### config.mk
export PLATFORM = sky130hd
export DESIGN_NAME = axi4lite_master
export DESIGN_NICKNAME = d
export VERILOG_FILES = /design/src/rtl/axi4lite_master.sv
export SDC_FILE = /design/constraint.sdc
export NUM_CORES = 1
export LEC_CHECK = 0
export BUFFER_PORTS_ARGS = -buffer_cell sky130_fd_sc_hd__buf_4
export CELL_PAD_IN_SITES_DETAIL_PLACEMENT = 2
export CELL_PAD_IN_SITES_GLOBAL_PLACEMENT = 2
export CORE_MARGIN = 10
export CORE_UTILIZATION = 28
export DETAILED_ROUTE_END_ITERATION = 12
export MAX_ROUTING_LAYER = met4
export PLACE_DENSITY_LB_ADDON = 0.15
export SYNTH_ARGS = -nofsm -noshare
export SYNTH_HDL_FRONTEND = slang
export SYNTH_SLANG_ARGS = --single-unit
### constraint.sdc
create_clock -name clk -period 4.3 [get_ports clk]
set_input_delay 0.215 -clock clk [delete_from_list [all_inputs] [get_ports clk]]
set_output_delay 0.215 -clock clk [all_outputs]
set_load 0.03 [all_outputs]
### src/rtl/axi4lite_master.sv
// Single-outstanding AXI4-Lite initiator: turns one command into AW/W/B or AR/R
// handshakes and reports completion, or a timeout abort, as a one-cycle response pulse.
module axi4lite_master #(
  parameter int unsigned addrWidth     = 32,
  parameter int unsigned dataWidth     = 32,
  parameter int unsigned strbWidth     = dataWidth / 8,
  parameter int unsigned timeoutCycles = 256
) (
  input  logic                 clk,
  input  logic                 reset,
  input  logic                 cmd_valid,
  output logic                 cmd_ready,
  input  logic                 cmd_write,
  input  logic [addrWidth-1:0] cmd_addr,
  input  logic [dataWidth-1:0] cmd_wdata,
  input  logic [strbWidth-1:0] cmd_wstrb,
  output logic                 rsp_valid,
  output logic                 rsp_write,
  output logic [dataWidth-1:0] rsp_rdata,
  output logic [1:0]           rsp_resp,
  output logic                 rsp_timeout,
  output logic                 AWVALID,
  input  logic                 AWREADY,
  output logic [addrWidth-1:0] AWADDR,
  output logic [2:0]           AWPROT,
  output logic                 WVALID,
  input  logic                 WREADY,
  output logic [dataWidth-1:0] WDATA,
  output logic [strbWidth-1:0] WSTRB,
  input  logic                 BVALID,
  output logic                 BREADY,
  input  logic [1:0]           BRESP,
  output logic                 ARVALID,
  input  logic                 ARREADY,
  output logic [addrWidth-1:0] ARADDR,
  output logic [2:0]           ARPROT,
  input  logic                 RVALID,
  output logic                 RREADY,
  input  logic [dataWidth-1:0] RDATA,
  input  logic [1:0]           RRESP
);
  localparam int unsigned TimerWidth = $clog2(timeoutCycles + 1);
  localparam logic [TimerWidth-1:0] TimerLast = TimerWidth'(timeoutCycles - 1);
  localparam logic [1:0] RespSlverr = 2'b10;

  typedef enum logic [2:0] {IDLE, WR_REQ, WR_RESP, RD_REQ, RD_RESP, DONE} state_t;

  state_t                state;
  logic [addrWidth-1:0]  addr_q;
  logic                  write_q;
  logic [TimerWidth-1:0] timer;
  logic                  aw_hs, w_hs, b_hs, ar_hs, r_hs;
  logic                  progress, waiting, timed_out;

  // One registered address serves both channels; it only changes in IDLE.
  assign AWADDR = addr_q;
  assign ARADDR = addr_q;
  assign AWPROT = 3'b000;
  assign ARPROT = 3'b000;

  assign aw_hs = AWVALID & AWREADY;
  assign w_hs  = WVALID & WREADY;
  assign b_hs  = BVALID & BREADY;
  assign ar_hs = ARVALID & ARREADY;
  assign r_hs  = RVALID & RREADY;

  // A wait state makes progress when it is about to leave for its successor.
  always_comb begin
    progress = 1'b0;
    waiting  = 1'b1;
    unique case (state)
      WR_REQ:  progress = (aw_hs | ~AWVALID) & (w_hs | ~WVALID);
      WR_RESP: progress = b_hs;
      RD_REQ:  progress = ar_hs;
      RD_RESP: progress = r_hs;
      default: waiting  = 1'b0;
    endcase
  end

  assign timed_out = waiting & ~progress & (timer == TimerLast);

  always_ff @(posedge clk or posedge reset) begin
    if (reset) begin
      state       <= IDLE;
      cmd_ready   <= 1'b0;
      addr_q      <= '0;
      write_q     <= 1'b0;
      WDATA       <= '0;
      WSTRB       <= '0;
      AWVALID     <= 1'b0;
      WVALID      <= 1'b0;
      BREADY      <= 1'b0;
      ARVALID     <= 1'b0;
      RREADY      <= 1'b0;
      timer       <= '0;
      rsp_valid   <= 1'b0;
      rsp_write   <= 1'b0;
      rsp_rdata   <= '0;
      rsp_resp    <= 2'b00;
      rsp_timeout <= 1'b0;
    end else begin
      rsp_valid <= 1'b0;
      // Timer restarts on every state entry and never wraps (abort fires first).
      if (waiting && !progress) timer <= timer + 1'b1;
      else                      timer <= '0;

      unique case (state)
        IDLE: begin
          cmd_ready <= 1'b1;
          if (cmd_valid && cmd_ready) begin
            cmd_ready <= 1'b0;
            addr_q    <= cmd_addr;
            write_q   <= cmd_write;
            WDATA     <= cmd_wdata;
            WSTRB     <= cmd_wstrb;
            if (cmd_write) begin
              AWVALID <= 1'b1;
              WVALID  <= 1'b1;
              state   <= WR_REQ;
            end else begin
              ARVALID <= 1'b1;
              state   <= RD_REQ;
            end
          end
        end
        WR_REQ: begin
          if (aw_hs) AWVALID <= 1'b0;
          if (w_hs)  WVALID  <= 1'b0;
          if (progress) begin
            BREADY <= 1'b1;
            state  <= WR_RESP;
          end
        end
        WR_RESP: begin
          if (b_hs) begin
            BREADY      <= 1'b0;
            rsp_valid   <= 1'b1;
            rsp_write   <= 1'b1;
            rsp_rdata   <= '0;
            rsp_resp    <= BRESP;
            rsp_timeout <= 1'b0;
            state       <= DONE;
          end
        end
        RD_REQ: begin
          if (ar_hs) begin
            ARVALID <= 1'b0;
            RREADY  <= 1'b1;
            state   <= RD_RESP;
          end
        end
        RD_RESP: begin
          if (r_hs) begin
            RREADY      <= 1'b0;
            rsp_valid   <= 1'b1;
            rsp_write   <= 1'b0;
            rsp_rdata   <= RDATA;
            rsp_resp    <= RRESP;
            rsp_timeout <= 1'b0;
            state       <= DONE;
          end
        end
        DONE: begin
          cmd_ready <= 1'b1;
          state     <= IDLE;
        end
        default: state <= IDLE;
      endcase

      // Abort overrides whatever the wait state scheduled above.
      if (timed_out) begin
        AWVALID     <= 1'b0;
        WVALID      <= 1'b0;
        BREADY      <= 1'b0;
        ARVALID     <= 1'b0;
        RREADY      <= 1'b0;
        timer       <= '0;
        rsp_valid   <= 1'b1;
        rsp_write   <= write_q;
        rsp_rdata   <= '0;
        rsp_resp    <= RespSlverr;
        rsp_timeout <= 1'b1;
        state       <= DONE;
      end
    end
  end
endmodule
==> qor.yml <==
pwr:
  sequentialPowerShare_pct: 42.7
  power.switching_fraction_pct: 21.5
  power_frac_clock_pct: 53.0
  total_power_mw: 2.73
  p_leak_nw: 4.10
  power.combinational.fraction_pct: 4.3
  net-switching-power_uw: 589
  max-vdd-ir-drop_uv: 280
  cellInternalPower_mw: 2.14
  power.density_mw_per_mm2: 355
global_route:
  grt_first_pass_wirelength_um: 28400
  grt_max_degree: 71
  antenna_found_initial: 0
  number_of_global_route_vias_before_repair: 4517
  global_route.usage.total_pct: 15.6
  global_route.overflow_total: 0
detailed_routing:
  route.vias.total: 4035
  detail_route.wl_per_cell_um: 21.7
  wirelength_um: 18800
  route.detailed.drc: 0
  drt_first_iter_violations: 157
  detail_route.first_pass.iterations: 4
  ant_nets: 0
  via_per_inst: 4.68
placed_design:
  routabilityCongestion: 0.735
  place_hpwl_um: 14200
  placed_cells: 829
  dpl-instance-area_mm2: 0.00706
  place_worst_setup_slack_ps: 1750
  io_buffers: 255
sta:
  max_slew.worst_pin.slew_ps: 979
  final.setup.worst_slack_ps: 1720
  post-route-period-util_pct: 59.9
  fmaxAchievable_mhz: 388
  grt_setup_unrepaired: "false"
  hold-worst-slack_ps: 21.9
  finalMaxSlewViolations: 0
  timing.final.crit_period_ps: 2580
  finalHoldViolCount: 0
  maxSlewHeadroom_pct: 34.8
  final.setup_skew_ps: 8.21
  setup_violations_final: 0
  totalNegativeSetupSlack_ps: 0
worst_setup_path:
  destination_of_the_worst_register_to_register_timing_path: "state[2]"
  slowest_stage_delay_on_critical_path_ps: 620
  startpoint_type: "register"
  critical_path.reg2reg.startpoint: "state[0]"
  timing.critical_path.slowest_stage_cell: "or3b_1"
  r2r_setup_slk_ps: 1720
  critPathArrivalTime_ps: 2870
  worst_r2r_path_depth: 5
  critPathMaxFanout: 34
  cp_cell_instances: "or3b_1, nor2_8, a31oi_1, and3_1, a211o_1"
  critical_path_required_ps: 4600
  cp-end-kind: "register"
  worstSetupPathType: "register to register"
flow_run:
  max_cap_viol_count: 0
logic_synthesis:
  synth_seq_cells: 124
  synth-edff-count: 0
  synthesis.instances: 392
  ys_seq_area_share_pct: 59.7
  synthDominantAreaCellType: "dfrtp_1"
  synth_top_cell_area_share_pct: 59.7
  async_s_r_ff_share_synth_pct: 100
  area_of_the_mapped_netlist_mm2: 0.00520
  synth_warnings: 0
  mean_post_synth_cell_area_um2: 13.3
  yosys.cell_types.count: 42
  post_synth_main_area_contributors: "dfrtp_1 (60%), mux2_2 (13%), buf_4 (6.6%), a22o_1 (5.4%), nor2_1 (1.9%)"
  synthFlopType: "dfrtp_1"
hold_path:
  cell_depth_of_the_worst_hold_path: 2
  hold_start: "RDATA[19]"
  holdPathEnd: "rsp_rdata[19]"
  hold_path_class: "input port to register"
layout:
  layout-drive-gt1-share_pct: 56.2
  finish.instance_area_mm2: 0.00769
  post_layout_nonfiller_instances: 863
  final_common_cell: "buf_4"
  antenna_cells: 0
  layout.core_utilization_pct: 42.5
  final_nets: 737
  syn_to_final_growth_pct: 47.9
  layout.cells.most_common_list: "buf_4 (259), dfrtp_1 (124), mux2_2 (61)"
floorplan:
  floorplan.io_pins: 262
  fp.dieH_um: 156
  floorplan.core_area_mm2: 0.0181
  floorplan.initialDensity_pct: 28.7
  rows: 49
  die_span_x_um: 156
  die_area_mm2: 0.0244
clock_network:
  cts.path.max_buffers: 2
  number_of_clock_buffers_inserted_by_tritoncts: 17
  cts_num_sinks: 124
  post_cts_resize_count: 0
  worstSkewPairLatency_ps: 410
  cts.reportedPaths.clkPinSlew_ps: 60
  holdBufCountCts: 3
  htree_depth: 4
  tritoncts: "built"
  count_of_buffers_added_by_post_cts_timing_repair_for_setup: 0
  cts_root_buffer: "clkbuf_16"
run_status:
  outcome: "completed"
==> cell families after synthesis <==
group,after synthesis,share of synthesized area [%]
AO/OA/AOI/OAI,63,9.19
multiplexers,72,15.5
buffers and inverters,63,8.13
adder cells (fa/ha/maj),2,0.481
XOR/XNOR,6,1.01
flip-flops,124,59.7
other,1,0.0721
AND/OR/NAND/NOR,61,5.90
==> cell type report <==
cell class | count | area, um^2
fillers | 1893 | 10400
multi-input cells | 210 | 1700
repair buffers | 262 | 1970
clock buffers | 17 | 425
flip-flops and latches | 124 | 3100
well taps | 229 | 287
inverters | 7 | 28.8
clock inverters | 14 | 171
==> synth_stat cells (3+ instances only) <==
cell        n
a21oi_1    14
a22o_1     32
a41oi_1     3
buf_2       5
buf_4      46
dfrtp_1   124
inv_1       7
mux2_1      8
mux2_2     61
mux2i_1     3
nand2_1    11
nand2b_1    3
nand3_1     4
nor2_1     27
nor3b_1     3
o21ai_0     3
xnor2_1     3
xor2_1      3
==> power by group through the flow <==
stage	clock [mW]	combinational [mW]	sequential (mW)
final	1.45	0.117	1.17
after detailed placement	0	0.117	1.19
after global routing	1.55	0.130	1.17
after CTS	1.49	0.120	1.17
after global placement	0	0.114	1.19
after floorplan	0	0.0301	1.19
==> worst max path at each step <==
stage | startpoint | to | cells past startpoint
global route | state[0] | state[2] | 5
floorplan | reset | ARADDR[0] | 1
CTS | state[0] | state[2] | 5
global placement | state[0] | state[2] | 5
finish | state[0] | state[2] | 5
detailed placement | state[0] | state[2] | 5
==> worst max-delay path, delay by kind of cell (launching register included) <==
family	cells	cell delay, ps
AND/OR/NAND/NOR	3	1440
AO/OA/AOI/OAI	2	460
flip-flops	1	560
==> registers in the layout, summed over array words and instances, names as in the netlist <==
name / cells
write_q: 1
rsp_resp: 2
rsp_valid: 1
BREADY: 1
WDATA: 32
AWVALID: 1
RREADY: 1
ARVALID: 1
rsp_rdata: 32
WVALID: 1
timer: 9
cmd_ready: 1
ARADDR: 32
rsp_timeout: 1
state: 3
WSTRB: 4
rsp_write: 1
==> routing by layer <==
metal | vias up | global-route usage (%) | routed length [um]
li1 | 1797 | - | -
met5 | - | - | 0
met2 | 162 | 26.3 | 9710
met1 | 2064 | 17.3 | 7350
met3 | 12 | 5.54 | 1500
met4 | 0 | 4.09 | 199
Power figures use the tool's default switching activity.
